<file path="src/rtl/multicycle_main_control_pkg.sv">
// multicycle_main_control_pkg: shared states, opcodes and datapath select encodings
package multicycle_main_control_pkg;
  typedef enum logic [3:0] {
    S_FETCH, S_DECODE, S_EXEC_R, S_EXEC_I, S_ADDR,
    S_MEM_RD, S_MEM_WR, S_LOAD_WB, S_ALU_WB, S_BRANCH
  } state_e;
  localparam logic [6:0] OP_R      = 7'b0110011;
  localparam logic [6:0] OP_I      = 7'b0010011;
  localparam logic [6:0] OP_LOAD   = 7'b0000011;
  localparam logic [6:0] OP_STORE  = 7'b0100011;
  localparam logic [6:0] OP_BRANCH = 7'b1100011;
  localparam logic [1:0] ALUOP_ADD   = 2'b00;
  localparam logic [1:0] ALUOP_SUB   = 2'b01;
  localparam logic [1:0] ALUOP_FUNCT = 2'b10;
  localparam logic [1:0] SRCA_PC    = 2'b00;
  localparam logic [1:0] SRCA_RS1   = 2'b01;
  localparam logic [1:0] SRCA_OLDPC = 2'b10;
  localparam logic [1:0] SRCB_RS2   = 2'b00;
  localparam logic [1:0] SRCB_FOUR  = 2'b01;
  localparam logic [1:0] SRCB_IMM   = 2'b10;
  typedef struct packed {
    logic       pc_write;
    logic       pc_write_cond;
    logic       iord;
    logic       mem_read;
    logic       mem_write;
    logic       ir_write;
    logic       mem_to_reg;
    logic       reg_write;
    logic [1:0] alu_src_a;
    logic [1:0] alu_src_b;
    logic [1:0] alu_op;
    logic       illegal_instr;
    logic       bus_error;
  } ctrl_t;
  function automatic logic is_legal(input logic [6:0] op);
    return op inside {OP_R, OP_I, OP_LOAD, OP_STORE, OP_BRANCH};
  endfunction
endpackage

</file>
<file path="src/rtl/multicycle_main_control_mem_wait_timer.sv">
// mem_wait_timer: counts stalled cycles of a memory access and flags the timeout cycle
module mem_wait_timer #(
  parameter int TIMEOUT_CYCLES = 16
) (
  input  logic clk,
  input  logic rst_n,
  input  logic active_i,
  input  logic ready_i,
  output logic timeout_o
);
  localparam int W = $clog2(TIMEOUT_CYCLES + 1);
  logic [W-1:0] cnt_q, cnt_d;
  assign timeout_o = active_i && !ready_i && cnt_q == W'(TIMEOUT_CYCLES - 1);
  // Any completion, timeout or non-waiting cycle restarts the count for the next access
  assign cnt_d = (!active_i || ready_i || timeout_o) ? '0 : cnt_q + W'(1);
  always_ff @(posedge clk or negedge rst_n)
    if (!rst_n) cnt_q <= '0;
    else cnt_q <= cnt_d;
endmodule

</file>
<file path="src/rtl/multicycle_main_control.sv">
// multicycle_main_control: fetch/decode/execute/memory/writeback sequencer for the multicycle datapath
module multicycle_main_control
  import multicycle_main_control_pkg::*;
#(
  parameter int TIMEOUT_CYCLES = 16,
  parameter int CNT_W          = 32
) (
  input  logic             clk,
  input  logic             rst_n,
  input  logic [6:0]       opcode,
  input  logic             zero,
  input  logic             mem_ready,
  output logic             PC_write,
  output logic             PC_write_cond,
  output logic             IorD,
  output logic             mem_read,
  output logic             mem_write,
  output logic             IR_write,
  output logic             mem_to_reg,
  output logic             reg_write,
  output logic [1:0]       ALU_src_A,
  output logic [1:0]       ALU_src_B,
  output logic [1:0]       ALU_op,
  output logic             illegal_instr,
  output logic             bus_error,
  output logic [CNT_W-1:0] instr_count
);
  state_e state_q, state_d;
  logic [CNT_W-1:0] instr_count_q, instr_count_d;
  logic wait_st, timeout, retire, unused_zero;
  ctrl_t ctl;
  // zero is consumed by the datapath's PC_write_cond gate, not by the sequencer
  assign unused_zero = zero;
  assign wait_st = state_q inside {S_FETCH, S_MEM_RD, S_MEM_WR};
  mem_wait_timer #(.TIMEOUT_CYCLES(TIMEOUT_CYCLES)) u_timer (
    .clk(clk),
    .rst_n(rst_n),
    .active_i(wait_st),
    .ready_i(mem_ready),
    .timeout_o(timeout)
  );
  always_ff @(posedge clk or negedge rst_n)
    if (!rst_n) begin
      state_q       <= S_FETCH;
      instr_count_q <= '0;
    end else begin
      state_q       <= state_d;
      instr_count_q <= instr_count_d;
    end
  always_comb begin
    state_d = state_q;
    case (state_q)
      S_FETCH:   state_d = mem_ready ? S_DECODE : S_FETCH;
      S_DECODE:  state_d = opcode == OP_R ? S_EXEC_R :
                           opcode == OP_I ? S_EXEC_I :
                           opcode inside {OP_LOAD, OP_STORE} ? S_ADDR :
                           opcode == OP_BRANCH ? S_BRANCH : S_FETCH;
      S_EXEC_R:  state_d = S_ALU_WB;
      S_EXEC_I:  state_d = S_ALU_WB;
      S_ADDR:    state_d = opcode == OP_STORE ? S_MEM_WR : S_MEM_RD;
      S_MEM_RD:  state_d = mem_ready ? S_LOAD_WB : timeout ? S_FETCH : S_MEM_RD;
      S_MEM_WR:  state_d = (mem_ready || timeout) ? S_FETCH : S_MEM_WR;
      default:   state_d = S_FETCH;
    endcase
  end
  assign retire = (state_q == S_MEM_WR && mem_ready) || state_q inside {S_LOAD_WB, S_ALU_WB, S_BRANCH};
  assign instr_count_d = instr_count_q + CNT_W'(retire);
  assign instr_count = instr_count_q;
  always_comb begin
    ctl = '0;
    case (state_q)
      S_FETCH: begin
        ctl.mem_read  = 1'b1;
        ctl.alu_src_a = SRCA_PC;
        ctl.alu_src_b = SRCB_FOUR;
        ctl.alu_op    = ALUOP_ADD;
        ctl.ir_write  = mem_ready;
        ctl.pc_write  = mem_ready;
      end
      S_DECODE: begin
        ctl.alu_src_a = SRCA_OLDPC;
        ctl.alu_src_b = SRCB_IMM;
        ctl.alu_op    = ALUOP_ADD;
      end
      S_EXEC_R: begin
        ctl.alu_src_a = SRCA_RS1;
        ctl.alu_src_b = SRCB_RS2;
        ctl.alu_op    = ALUOP_FUNCT;
      end
      S_EXEC_I: begin
        ctl.alu_src_a = SRCA_RS1;
        ctl.alu_src_b = SRCB_IMM;
        ctl.alu_op    = ALUOP_FUNCT;
      end
      S_ADDR: begin
        ctl.alu_src_a = SRCA_RS1;
        ctl.alu_src_b = SRCB_IMM;
        ctl.alu_op    = ALUOP_ADD;
      end
      S_MEM_RD: begin
        ctl.mem_read = 1'b1;
        ctl.iord     = 1'b1;
      end
      S_MEM_WR: begin
        ctl.mem_write = 1'b1;
        ctl.iord      = 1'b1;
      end
      S_LOAD_WB: begin
        ctl.reg_write  = 1'b1;
        ctl.mem_to_reg = 1'b1;
      end
      S_ALU_WB: ctl.reg_write = 1'b1;
      S_BRANCH: begin
        ctl.alu_src_a     = SRCA_RS1;
        ctl.alu_src_b     = SRCB_RS2;
        ctl.alu_op        = ALUOP_SUB;
        ctl.pc_write_cond = 1'b1;
      end
      default: ;
    endcase
    ctl.illegal_instr = state_q == S_DECODE && !is_legal(opcode);
    ctl.bus_error     = timeout;
  end
  // Reset silences every control line at once so an abandoned instruction cannot write state
  assign {PC_write, PC_write_cond, IorD, mem_read, mem_write, IR_write, mem_to_reg, reg_write,
          ALU_src_A, ALU_src_B, ALU_op, illegal_instr, bus_error} = rst_n ? ctl : '0;
endmodule

</file>
<file path="config.mk">
export PLATFORM = sky130hd
export DESIGN_NAME = multicycle_main_control
export DESIGN_NICKNAME = d
export VERILOG_FILES = /design/src/rtl/multicycle_main_control_pkg.sv /design/src/rtl/multicycle_main_control_mem_wait_timer.sv /design/src/rtl/multicycle_main_control.sv
export SDC_FILE = /design/constraint.sdc
export NUM_CORES = 1
export LEC_CHECK = 0
export BUFFER_PORTS_ARGS = -buffer_cell sky130_fd_sc_hd__clkbuf_2
export CAP_MARGIN = 25
export CORE_UTILIZATION = 35
export DETAILED_ROUTE_END_ITERATION = 10
export GPL_ROUTABILITY_DRIVEN = 1
export PLACE_DENSITY_LB_ADDON = 0.25
export SYNTH_ARGS = -nofsm -noshare
export SYNTH_HDL_FRONTEND = slang
export SYNTH_SLANG_ARGS = --single-unit
export TNS_END_PERCENT = 20
</file>
<file path="constraint.sdc">
create_clock -name clk -period 6.1 [get_ports clk]
set_input_delay 0.915 -clock clk [delete_from_list [all_inputs] [get_ports clk]]
set_output_delay 0.915 -clock clk [all_outputs]
set_load 0.01 [all_outputs]
</file>
# Word-level counts from Yosys, hierarchy flattened

Index checks and enable logic that the tools add are counted.

Add/sub/neg operators: 2
Equal/unequal tests: 15
Mux-type cells: 20
Reductions and logical operators: 20

Operators with widths:

| cell                | number |
|---|---|
| $pmux 6 s6          | 1 |
| $add 32x1->32       | 1 |
| $pmux 4 s6          | 1 |
| $eq 4x3->1 const B  | 4 |
| $mux 16             | 1 |
| $mux 4              | 4 |
| $eq 7x6->1 const B  | 2 |
| $mux 3              | 3 |
| $eq 4x2->1 const B  | 2 |
| $eq 4x4->1 const B  | 2 |
| $mux 1              | 8 |
| $reduce_or 2->1     | 4 |
| $eq 7x2->1 const B  | 1 |
| $eq 7x5->1 const B  | 1 |
| $eq 7x7->1 const B  | 1 |
| $reduce_bool 3->1   | 2 |
| $add 5x1->5 const B | 1 |
| $eq 5x4->1 const B  | 1 |
| $mux 5              | 1 |
| $reduce_bool 5->1   | 1 |
| $eq 4x1->1 const B  | 1 |
| $logic_and 1x1->1   | 4 |
| $logic_not 4->1     | 1 |
| $logic_or 1x1->1    | 4 |
| 3 further kinds     | 5 |

Bits in registers: 41
Input port bits: 11

# Longest topological paths before layout

Depth in word-level cells: 7
Gate-level depth with buffers: 11
Depth with buffers taken out: 9

# By module

Synthesis repeated with hierarchy kept, for this count alone.

Cell total of the unflattened synthesis: 219
Area, all modules: 2,228.4 um^2

Modules (own cells, without submodules):

| module                  | instances | cells an instance | area each (um^2) | seq. area each (um^2) |
|---|---|---|---|---|
| multicycle_main_control | 1         | 198               | 1,983.2          | 900.9 |
| mem_wait_timer          | 1         | 21                | 245.2            | 125.1 |

# Worst setup path after synthesis

No wires, ideal clock.

Kind: input -> output
From: input port opcode[3]
To: output port illegal_instr
Arrival: 1,519 ps
Path slack: 3,666 ps
Stages: 2
Path through: nor4bb_1 > a21boi_1

Cells in the longest elaborated chain, start to end: 5
Elaborated cells between the ends (all ways): 9

RTL lines:

| item                               | RTL line                          | source |
|---|---|---|
| from (decl)                        | multicycle_main_control.sv:10     | `input logic [6:0] opcode,` |
| $eq 7x6->1 (tied with other cells) | multicycle_main_control_pkg.sv:37 | `return op inside {OP_R, OP_I, OP_LOAD, OP_STORE, OP_BRANCH};` |
| $reduce_bool 5->1 (*)              | multicycle_main_control_pkg.sv:37 |  |
| $logic_not 1->1 (*)                | multicycle_main_control.sv:121    | `ctl.illegal_instr = state_q == S_DECODE && !is_legal(opcode);` |
| $logic_and 1x1->1 (*)              | multicycle_main_control.sv:121    |  |
| $mux 16 (*)                        | multicycle_main_control.sv:126    | `ALU_src_A, ALU_src_B, ALU_op, illegal_instr, bus_error} = rst_n ? ctl : '0;` |
| to (decl)                          | multicycle_main_control.sv:24     | `output logic illegal_instr,` |

Mark *: on every way between the ends. The rest lies on a longest branch, timed or not.

# Worst setup path in the final report

From: input port rst_n
To: output port mem_read

Cells in the longest elaborated chain, start to end: 1

RTL lines:

| item        | RTL line                       | source |
|---|---|---|
| from (decl) | multicycle_main_control.sv:9   | `input logic rst_n,` |
| $mux 16     | multicycle_main_control.sv:126 |  |
| to (decl)   | multicycle_main_control.sv:16  | `output logic mem_read,` |

Every way passes these cells.

==> impl_results.md <==
- Inserted Diodes: 0
- Share of cells above drive strength 1: between 30% and 40%
- Setup TNS: 0 ns
- Crit end category: output port
- Tmin final: 3.00 ns
- DRT antenna net count: 0
- Final Cycle Share: approximately half
- Max Slew Vio Count: 0
- Root Driver: clkbuf_8
- Top-Level Pins: slightly below 60
- Final Setup Violations: 0
- # DRC: 0
- Vias per std cell: approximately 5.1
- Post-Syn Nets: 229
- Rows: 28
- Antenna violations before repair: 0
- Post-synth EDFFs: 0
- Htree depth: 2
- Die width: 82.5 µm
- Port Buffers: 57
- WS Path Type: input pin to output port
- Cts repair resizes: 0
- Critical Path RT: 5.18 ns
- Max-Cap Viols: 0
- Multi-input logic area: ~0.0011 mm²
- Clk pin slew, worst setup/hold paths: ~0.080 ns
- Leakage: approximately 1.4 nW
- Inst Count DP: roughly 340
- Skew final: ~0.008 ns
- Clk_lat worst skew: ~0.29 ns
- Sink Count: about 40
- Status: finished clean
- First-pass GRT wire length: about 7400 µm
- Ys async rst share: between 90% and 100%
- GP Congestion: 0.730
- Die area: 0.00680 mm²
- Synth warn: 0
- Worst-path maximum fanout: 49
- FF/Latch Area: between 0.001 and 0.0015 mm²
- Total Routing Usage GR: between 10% and 20%
- Initial Util: around 37%
- Maximum vdd drop: 0.170 mV
- Routed vias: 1747
- Post-CTS Setup Repair Bufs: 0
- Die H: roughly 82 µm
- Post-synth cell types: 48
- Syn_area_per_cell: ~11 µm²
- Final Cell Area: roughly 0.0027 mm²
- Worst Max-Slew Pin Slew: around 0.66 ns
- Main synth FF type: dfrtp_1
- Layout Nets: approximately 280
- Area Growth Syn to Fin: 18.9%
- Fmax: approximately 330 MHz
- CTS Hold Bufs: 0
- Maximum clock path buffer count: 2
- Largest net degree at the start of global routing: 50
- Worst hold slack: roughly 0.46 ns
- Area post-placement: 0.00258 mm²
- Cell count after synthesis: about 210
- DR iter-0 viols: 27
- PwrDens: between 200 and 300 mW/mm²
- Post-Route WL: around 4500 µm
- Avg WL per Cell: about 13 µm
- CTS tree: yes
- Final Hold Fails: 0
- Synth Register Bits: just over 40
- Setup WS pre-CTS: 3.06 ns
- Synthesized area: 0.00227 mm²
- Drt first pass iters: 4
- Slew Limit Headroom: a little under three fifths
- Worst setup SP type: input pin
- Fill count: a little over 600
- Sequential element share of the synthesized area: between 40 and 50%
- Hpwl dp: 3230 µm
- HP Class: register to register
- Area of the core: 0.00610 mm²
- Final setup margin: between 3 and 4 ns
- Vias in the first global route: 1526
- Overflow left after global routing: 0
- RSZ-0062 raised after global routing: no
- TritonCTS buffer count: 5
- Post-route non-filler standard cell count: between 300 and 400
- Worst EP arrival: 2.08 ns
[state kept, by name, indices dropped and copies added, names as in the netlist]
signal,cells
instr_count,32
state_q,4
u_timer.cnt_q,5
[report_power, final]
| part | total (W) | switching [W] | internal (W) |
|---|---|---|---|
| Clock | 0.000225 | 0.0000919 | 0.000133 |
| Sequential | 0.000330 | 0.0000374 | 0.000292 |
| Combinational | 0.000160 | 0.0000921 | 0.0000674 |
| Total | 0.000715 | 0.000221 | 0.000493 |
[cells by family after synthesis]
| family | share of synthesized area, % |
|---|---|
| buffers and inverters | 4.64 |
| xor gates and xnor gates | 12.8 |
| adders and majority gates | 2.21 |
| and+or+nand+nor | 28.7 |
| muxes | 0.442 |
| AOI/OAI and AO/OA | 5.96 |
| DFF | 45.3 |
[layout by cell type, fill, tap and decap left out, types with 2 or more instances in the layout]
master and instances:
a21o_1 2, a21oi_1 3, a32oi_1 2, and2_1 6, and3_1 9, and4_1 3, and4_4 2, clkbuf_2 57
clkbuf_8 6, dfrtp_1 41, ha_1 4, inv_1 8, nand2_1 13, nand3_1 11, nand4_1 7, nand4_2 4
nand4b_2 2, nor2_1 13, nor2b_1 7, nor3_1 3, nor4b_2 3, o21ai_0 4, o21ai_1 2, or4_1 2
xnor2_1 22, xor2_1 11
[Yosys cell counts, types with 5 or more instances]
cell	number	area, µm²
dfrtp_1	41	1030
nor2_1	13	48.8
xnor2_1	22	193
inv_1	8	30.0
and2_1	6	37.5
nand2_1	13	48.8
nand4_1	7	43.8
buf_4	5	37.5
xor2_1	11	96.3
nor2b_1	7	43.8
nand3_1	11	55.1
and3_1	9	56.3
[worst paths after layout]
check	startpoint	to	slack, ns	cells past startpoint
min in group asynchronous	rst_n	state_q[3]	0.71	2
max	rst_n	mem_read	3.10	5
min reg2reg	u_timer.cnt_q[0]	u_timer.cnt_q[0]	0.46	1
max in group asynchronous	rst_n	instr_count[23]	4.99	2
max reg2reg	state_q[2]	instr_count[30]	3.14	9
min	u_timer.cnt_q[0]	u_timer.cnt_q[0]	0.46	1
[cell type report]
class	instances	area share [%]
clock buffers	7	3.20
inverters	8	1.11
multi-input cells	155	42.1
well taps	75	3.48
flip-flops and latches	41	38.1
repair buffers	58	10.9
clock inverters	1	1.11
[worst max-delay path, stage by stage]
cell      delay (ns)
clkbuf_2        0.08
buf_4           0.47
nand2b_1        0.21
nor4_1          0.22
clkbuf_2        0.18
[per-layer routing]
metal  GRT usage [%]  part of all wire [%]
met4            4.56                   1.3
met2            21.1                    43
met3            4.18                   5.4
met1            20.1                    51
met5               0                     0
[stage by stage]
stage,util (%),power (W)
after floorplan,-,0.000439
after global placement,42.3,0.000494
after detailed placement,42.3,0.000495
after CTS,44.2,0.000722
after global routing,44.2,0.000759
final,44.2,0.000715
Note: power is estimated with default switching activity, not from simulation.
